### config.mk
export PLATFORM = sky130hd
export DESIGN_NAME = lfsr_stream_deser_flat
export DESIGN_NICKNAME = d
export VERILOG_FILES = /design/src/rtl/lfsr_stream_deser_if.sv /design/src/rtl/lfsr_stream_deser.sv /design/src/flat_wrapper.sv
export SDC_FILE = /design/constraint.sdc
export NUM_CORES = 1
export LEC_CHECK = 0
export ABC_AREA = 1
export CAP_MARGIN = 30
export CORE_MARGIN = 3
export CORE_UTILIZATION = 30
export DETAILED_ROUTE_END_ITERATION = 16
export PLACE_DENSITY_LB_ADDON = 0.05
export REMOVE_ABC_BUFFERS = 1
export SETUP_SLACK_MARGIN = 0.15
export SLEW_MARGIN = 5
export SYNTH_ARGS = -nofsm -noshare
export SYNTH_HDL_FRONTEND = slang
export SYNTH_SLANG_ARGS = --single-unit
### constraint.sdc
create_clock -name clk -period 1.22 [get_ports clk]
set_input_delay 0.244 -clock clk [delete_from_list [all_inputs] [get_ports clk]]
set_output_delay 0.244 -clock clk [all_outputs]
set_load 0.02 [all_outputs]
### src/rtl/lfsr_stream_deser_if.sv
// ---------------------------------------------------------------------------
// lfsr_stream_deser_if
//   Word-output handshake bundle for lfsr_stream_deser.
//
//   Signals:
//     data_out    DATA_WIDTH  assembled word (producer -> consumer)
//     data_valid  1           data_out holds an unconsumed word
//     data_ready  1           consumer accepts data_out this cycle
//
//   Modports:
//     master  the deserializer (drives data_out/data_valid)
//     slave   the downstream consumer (drives data_ready)
// ---------------------------------------------------------------------------
interface lfsr_stream_deser_if #(
    parameter int DATA_WIDTH = 8
);
    logic [DATA_WIDTH-1:0] data_out;
    logic                  data_valid;
    logic                  data_ready;

    modport master (
        output data_out,
        output data_valid,
        input  data_ready
    );

    modport slave (
        input  data_out,
        input  data_valid,
        output data_ready
    );
endinterface

### src/rtl/lfsr_stream_deser.sv
// ---------------------------------------------------------------------------
// lfsr_stream_deser
//   Reassembles the LSB-first serial stream of the LFSR pattern unit into
//   parallel words and hands each word to the consumer through a
//   single-entry valid/ready holding register. Words that complete while the
//   holding register is full and not draining are dropped and flagged on the
//   sticky overrun output.
//
//   Optional feature (macro LFSR_DESER_PARITY_EN):
//     Each frame carries one extra trailing even-parity bit. The parity bit
//     is not stored; parity_err reports the check result for the word in
//     data_out. Without the macro parity_err is tied low.
//
//   Ports:
//     clk          system clock, rising edge
//     rst          asynchronous, active-low reset
//     bit_in       serial data bit from the LFSR stage
//     bit_valid    stream-valid level from the LFSR stage
//     sample_en    one-cycle strobe per new bit
//     flush        synchronous abort of the partially collected word
//     clr_overrun  synchronous clear of the sticky overrun flag
//     bit_count    bits collected so far in the current word
//     overrun      sticky: a completed word was dropped
//     parity_err   parity result of the word in data_out
//     bus          master side of the word handshake (data_out,
//                  data_valid, data_ready)
// ---------------------------------------------------------------------------
module lfsr_stream_deser #(
    parameter int DATA_WIDTH = 8,
    parameter int CNT_WIDTH  = 6
) (
    input  logic                 clk,
    input  logic                 rst,
    input  logic                 bit_in,
    input  logic                 bit_valid,
    input  logic                 sample_en,
    input  logic                 flush,
    input  logic                 clr_overrun,
    output logic [CNT_WIDTH-1:0] bit_count,
    output logic                 overrun,
    output logic                 parity_err,
    lfsr_stream_deser_if.master  bus
);

`ifdef LFSR_DESER_PARITY_EN
    localparam int FRAME_LEN = DATA_WIDTH + 1;
`else
    localparam int FRAME_LEN = DATA_WIDTH;
`endif

    // Only FRAME_LEN-1 bits need storing: the last bit of a frame is taken
    // straight from bit_in on the completing sample.
    localparam int SR_W = FRAME_LEN - 1;
    localparam logic [CNT_WIDTH-1:0] LAST_IDX = CNT_WIDTH'(FRAME_LEN - 1);

    typedef enum logic {
        IDLE,
        COLLECT
    } state_t;

    state_t                state;
    logic [SR_W-1:0]       sr;
    logic [FRAME_LEN-1:0]  frame;
    logic [DATA_WIDTH-1:0] word;
    logic                  accept;
    logic                  completing;
    logic                  load_ok;
    logic                  xfer;

    assign accept     = sample_en && bit_valid && !flush;
    assign frame      = {bit_in, sr};
    assign completing = accept && (bit_count == LAST_IDX);
    assign xfer       = bus.data_valid && bus.data_ready;
    assign load_ok    = !bus.data_valid || bus.data_ready;
    assign word       = frame[DATA_WIDTH-1:0];

    // Collection FSM: shift register, bit counter and state.
    // NOTE: sequential state uses non-blocking assignments so every register
    // samples the pre-edge values of its neighbours, independent of order.
    always_ff @(posedge clk or negedge rst) begin
        if (!rst) begin
            state     <= IDLE;
            sr        <= '0;
            bit_count <= '0;
        end else if (flush) begin
            state     <= IDLE;
            sr        <= '0;
            bit_count <= '0;
        end else if (accept) begin
            sr <= frame[FRAME_LEN-1:1];
            case (state)
                IDLE: begin
                    bit_count <= CNT_WIDTH'(1);
                    state     <= COLLECT;
                end
                COLLECT: begin
                    if (bit_count == LAST_IDX) begin
                        bit_count <= '0;
                        state     <= IDLE;
                    end else begin
                        bit_count <= bit_count + 1'b1;
                    end
                end
                default: begin
                    bit_count <= '0;
                    state     <= IDLE;
                end
            endcase
        end
    end

    // Single-entry holding register with sticky drop flag. A load and a
    // drain on the same edge keep data_valid high with the new word.
    always_ff @(posedge clk or negedge rst) begin
        if (!rst) begin
            bus.data_out   <= '0;
            bus.data_valid <= 1'b0;
            overrun        <= 1'b0;
        end else begin
            if (completing && load_ok) begin
                bus.data_out   <= word;
                bus.data_valid <= 1'b1;
            end else if (xfer) begin
                bus.data_valid <= 1'b0;
            end

            // A drop in the same cycle as a clear leaves the flag set.
            if (completing && !load_ok) begin
                overrun <= 1'b1;
            end else if (clr_overrun) begin
                overrun <= 1'b0;
            end
        end
    end

`ifdef LFSR_DESER_PARITY_EN
    logic perr_q;

    // Even parity over data plus parity bit: any odd total is an error.
    always_ff @(posedge clk or negedge rst) begin
        if (!rst) begin
            perr_q <= 1'b0;
        end else if (completing && load_ok) begin
            perr_q <= ^frame;
        end else if (xfer) begin
            perr_q <= 1'b0;
        end
    end

    assign parity_err = perr_q;
`else
    assign parity_err = 1'b0;
`endif

endmodule

### src/flat_wrapper.sv
// flat-port wrapper written by rule: the top's interface ports become plain ports
module lfsr_stream_deser_flat 
#(
    parameter int DATA_WIDTH = 8,
    parameter int CNT_WIDTH  = 6
)
  (clk, rst, bit_in, bit_valid, sample_en, flush, clr_overrun, bit_count, overrun, parity_err, bus_data_out, bus_data_valid, bus_data_ready);
  lfsr_stream_deser_if #(.DATA_WIDTH(DATA_WIDTH)) bus_i ();
  input  logic clk;
  input  logic rst;
  input  logic bit_in;
  input  logic bit_valid;
  input  logic sample_en;
  input  logic flush;
  input  logic clr_overrun;
  output logic [CNT_WIDTH-1:0] bit_count;
  output logic overrun;
  output logic parity_err;
  output wire logic [$bits(bus_i.data_out)-1:0] bus_data_out;
  output wire logic [$bits(bus_i.data_valid)-1:0] bus_data_valid;
  input wire logic [$bits(bus_i.data_ready)-1:0] bus_data_ready;
  assign bus_data_out = bus_i.data_out;
  assign bus_data_valid = bus_i.data_valid;
  assign bus_i.data_ready = bus_data_ready;
  lfsr_stream_deser #(.DATA_WIDTH(DATA_WIDTH), .CNT_WIDTH(CNT_WIDTH)) u_core (.clk(clk), .rst(rst), .bit_in(bit_in), .bit_valid(bit_valid), .sample_en(sample_en), .flush(flush), .clr_overrun(clr_overrun), .bit_count(bit_count), .overrun(overrun), .parity_err(parity_err), .bus(bus_i));
endmodule
==> out/qor.txt <==
Status: finished, violations left
Violated checks: negative setup slack
VDD IR-drop max: 0.000502 V
First-pass GRT wire length: 4750 µm
Crit-path max FO: 2
Via count: 993
Residual DRC count: 0
Final worst-path cycle share: 108%
Drt pass-1 iters: 4
Vert. Die Dim: 67.8 µm
Sequential area share after synthesis: 52.5%
Crit start category: flip-flop
Required @ worst endpoint: 0.98 ns
Number of global-route vias before repair: 1,049
CP startpoint: u_core.bit_count[0]$_DFFE_PN0P_
CTS Buffer Depth: 2
CTS tree: yes
Placeable Area: 3490 µm²
Clk slew on worst S/H paths: 0.09 ns
Routed wire length: 2780 µm
Num CTS Buffers: 3
Share of cells above drive strength 1: 48.0%
H-tree Lvls: 1
Netlist cell types: 23
Power Density: 903 nW/µm²
Wire length per cell: 12.6 µm
Num rows: 21
CP top delay family: flip-flops
GP Congestion: 0.771
Crit. End Element: output port
Worst path cell trace: buf_4 > buf_4 > buf_6
Reg2reg start: u_core.bit_count[0]$_DFFE_PN0P_
GRT Overall Usage: 13.7%
Fin crit period: 1.31 ns
Clock skew: 0.00749 ns
Clock sink count: 24
Fin. max-slew vios: 0
Mapped Avg Cell Area: 9.31 µm²
Skew-Pair Late Insertion Delay: 0.27 ns
Fmax: 761 MHz
Vias per inst: 4.49
Overall power: 0.00166 W
Input/output buffers: 23
Setup Crit Path Kind: flip-flop to output port
P&R area growth vs syn: 60.2%
IO Count: 25
CTS root buf: clkbuf_8
Reg-to-Reg End: u_core.bus.data_out[0]$_DFFE_PN0P_
Worst EP arrival: 1.07 ns
Setup Viol. Count Final: 2
Largest net degree at the start of global routing: 25
Post-detail-place hpwl: 1800 µm
DIE AREA: 4590 µm²
Static leakage power: 0.921 nW
Yosys warning count: 0
Worst R2R Setup Slack: 0 ns
Worst Hold Class: input pin to async pin
Fin nets: 185
Post-CTS Hold Fix Bufs: 0
DR iter-0 viols: 36
Max Cap Viol: 0
Worst reg2reg path depth: 6
Global route total overflow: 0
Setup WS post-layout: -0.0935 ns
Final antenna-violating net count: 0
CP bufs+invs: 3
#FFs+latches synth: 24
Final core utilization: 52.5%
Post-synth design cell area: 1140 µm²
CP max stage cell: dfrtp_1
Max stage delay on crit path: 0.42 ns
Post-Syn Instances: 123
Critical path's most frequent cell: buf_4
Antenna violations before repair: 0
RSZ-0062 raised after global routing: true
Initial Util: 32.8%
Die width: 67.8 µm
Fin. Hold Viols: 0
N_diodes: 0
-- layout make-up --
| class | instances | area, µm² |
|---|---|---|
| clock buffers | 3 | 41.3 |
| clock inverters | 1 | 30.0 |
| fillers | 341 | 1660 |
| inverters | 14 | 55.1 |
| multi-input cells | 80 | 542 |
| flip-flops and latches | 24 | 601 |
| well taps | 46 | 57.6 |
| repair buffers | 53 | 508 |
-- per-stage QoR --
stage	setup WS, ns	area [µm²]	hold WS (ns)	instances	setup TNS [ns]
floorplan	-0.314	1090	-0.0516	118	-3.53
global placement	-0.223	1510	0.454	203	-3.89
detailed placement	-0.236	1510	0.460	203	-4.24
CTS	-0.0313	1650	0.313	215	-0.227
global route	-0.137	1830	0.332	221	-1.16
finish	-0.0935	1830	0.313	221	-0.0941
-- placed cells by master (no fill, tap or decap) --
cell and instances:
nand2_1 27, dfrtp_1 24, buf_4 23, buf_6 21, nand2_2 14, nand4_1 11, inv_1 9, o22ai_2 5
inv_2 4, clkdlybuf4s50_1 4, nand3_4 3, nand3_1 3, o21ai_1 3, clkbuf_8 3, nand2_4 2, o22ai_1 2
nor2_1 2, o21ai_0 2, dlymetal6s2s_1 2, nor2_4 1, nor2_8 1, nand3_2 1, inv_4 1, xnor2_2 1
ha_4 1, conb_1 1, bufinv_16 1, dlygate4sd2_1 1, buf_2 1, buf_12 1
-- worst max path at each step --
| stage | to | slack [ns] | cells past startpoint |
|---|---|---|---|
| final | bit_count[0] | -0.09 | 3 |
| after global routing | bit_count[0] | -0.14 | 3 |
| after CTS | u_core.bit_count[0]$_DFFE_PN0P_ | -0.03 | 7 |
| after detailed placement | u_core.bus.data_out[7]$_DFFE_PN0P_ | -0.24 | 6 |
| after global placement | u_core.bus.data_out[6]$_DFFE_PN0P_ | -0.22 | 6 |
| after floorplan | u_core.bus.data_out[0]$_DFFE_PN0P_ | -0.31 | 6 |
-- synth_stat cells (all sizes together) --
library cell	count	share of area, %
clkbuf	1	0.66
dfrtp	24	52
ha	1	1.1
conb	1	0.33
nor2	4	3.4
nand4	11	6.0
o21ai	5	2.2
o22ai	7	4.4
xnor2	1	0.77
buf	4	3.9
nand2	43	16
inv	14	4.6
nand3	7	4.4
-- layer usage --
metal / wire (µm) / vias to the layer above / part of all wire (%) / GRT usage [%]
li1: - / 505 / - / -
met1: 1360 / 468 / 49 / 18.4
met2: 1290 / 18 / 46 / 21.7
met3: 101 / 2 / 3.6 / 2.16
met4: 23 / 0 / 0.83 / 5.96
met5: 0 / - / 0 / 0
-- cells by family after synthesis --
group                    count (synthesis)  synth area share [%]
other                                    1                 0.328
buffers and inverters                   19                  9.18
adder cells (fa/ha/maj)                  1                  1.09
AO/OA/AOI/OAI                           12                  6.56
XOR/XNOR                                 1                 0.765
flip-flops                              24                  52.5
AND/OR/NAND/NOR                         65                  29.6
-- registers in the layout, summed over array words and instances, names as in the netlist --
name	flops
u_core.overrun	1
u_core.sr	7
u_core.state	1
u_core.bus.data_out	8
u_core.bus.data_valid	1
u_core.bit_count	6
-- power breakdown --
part	leakage [nW]	switching, W	total [W]	internal [W]
Clock	0.0357	0.000262	0.000701	0.000439
Sequential	0.333	0.00000518	0.000807	0.000802
Combinational	0.552	0.0000803	0.000149	0.0000688
Total	0.921	0.000348	0.00166	0.00131
-- timing repair --
item                                    4_1_cts  5_1_grt
pin swaps                                     5       10
endpoints found under the setup margin       33       40
gates resized for setup                      84       47
setup buffers                                 7        6
gates cloned                                  1        0
No activity file was read; power rests on OpenSTA's default activity.
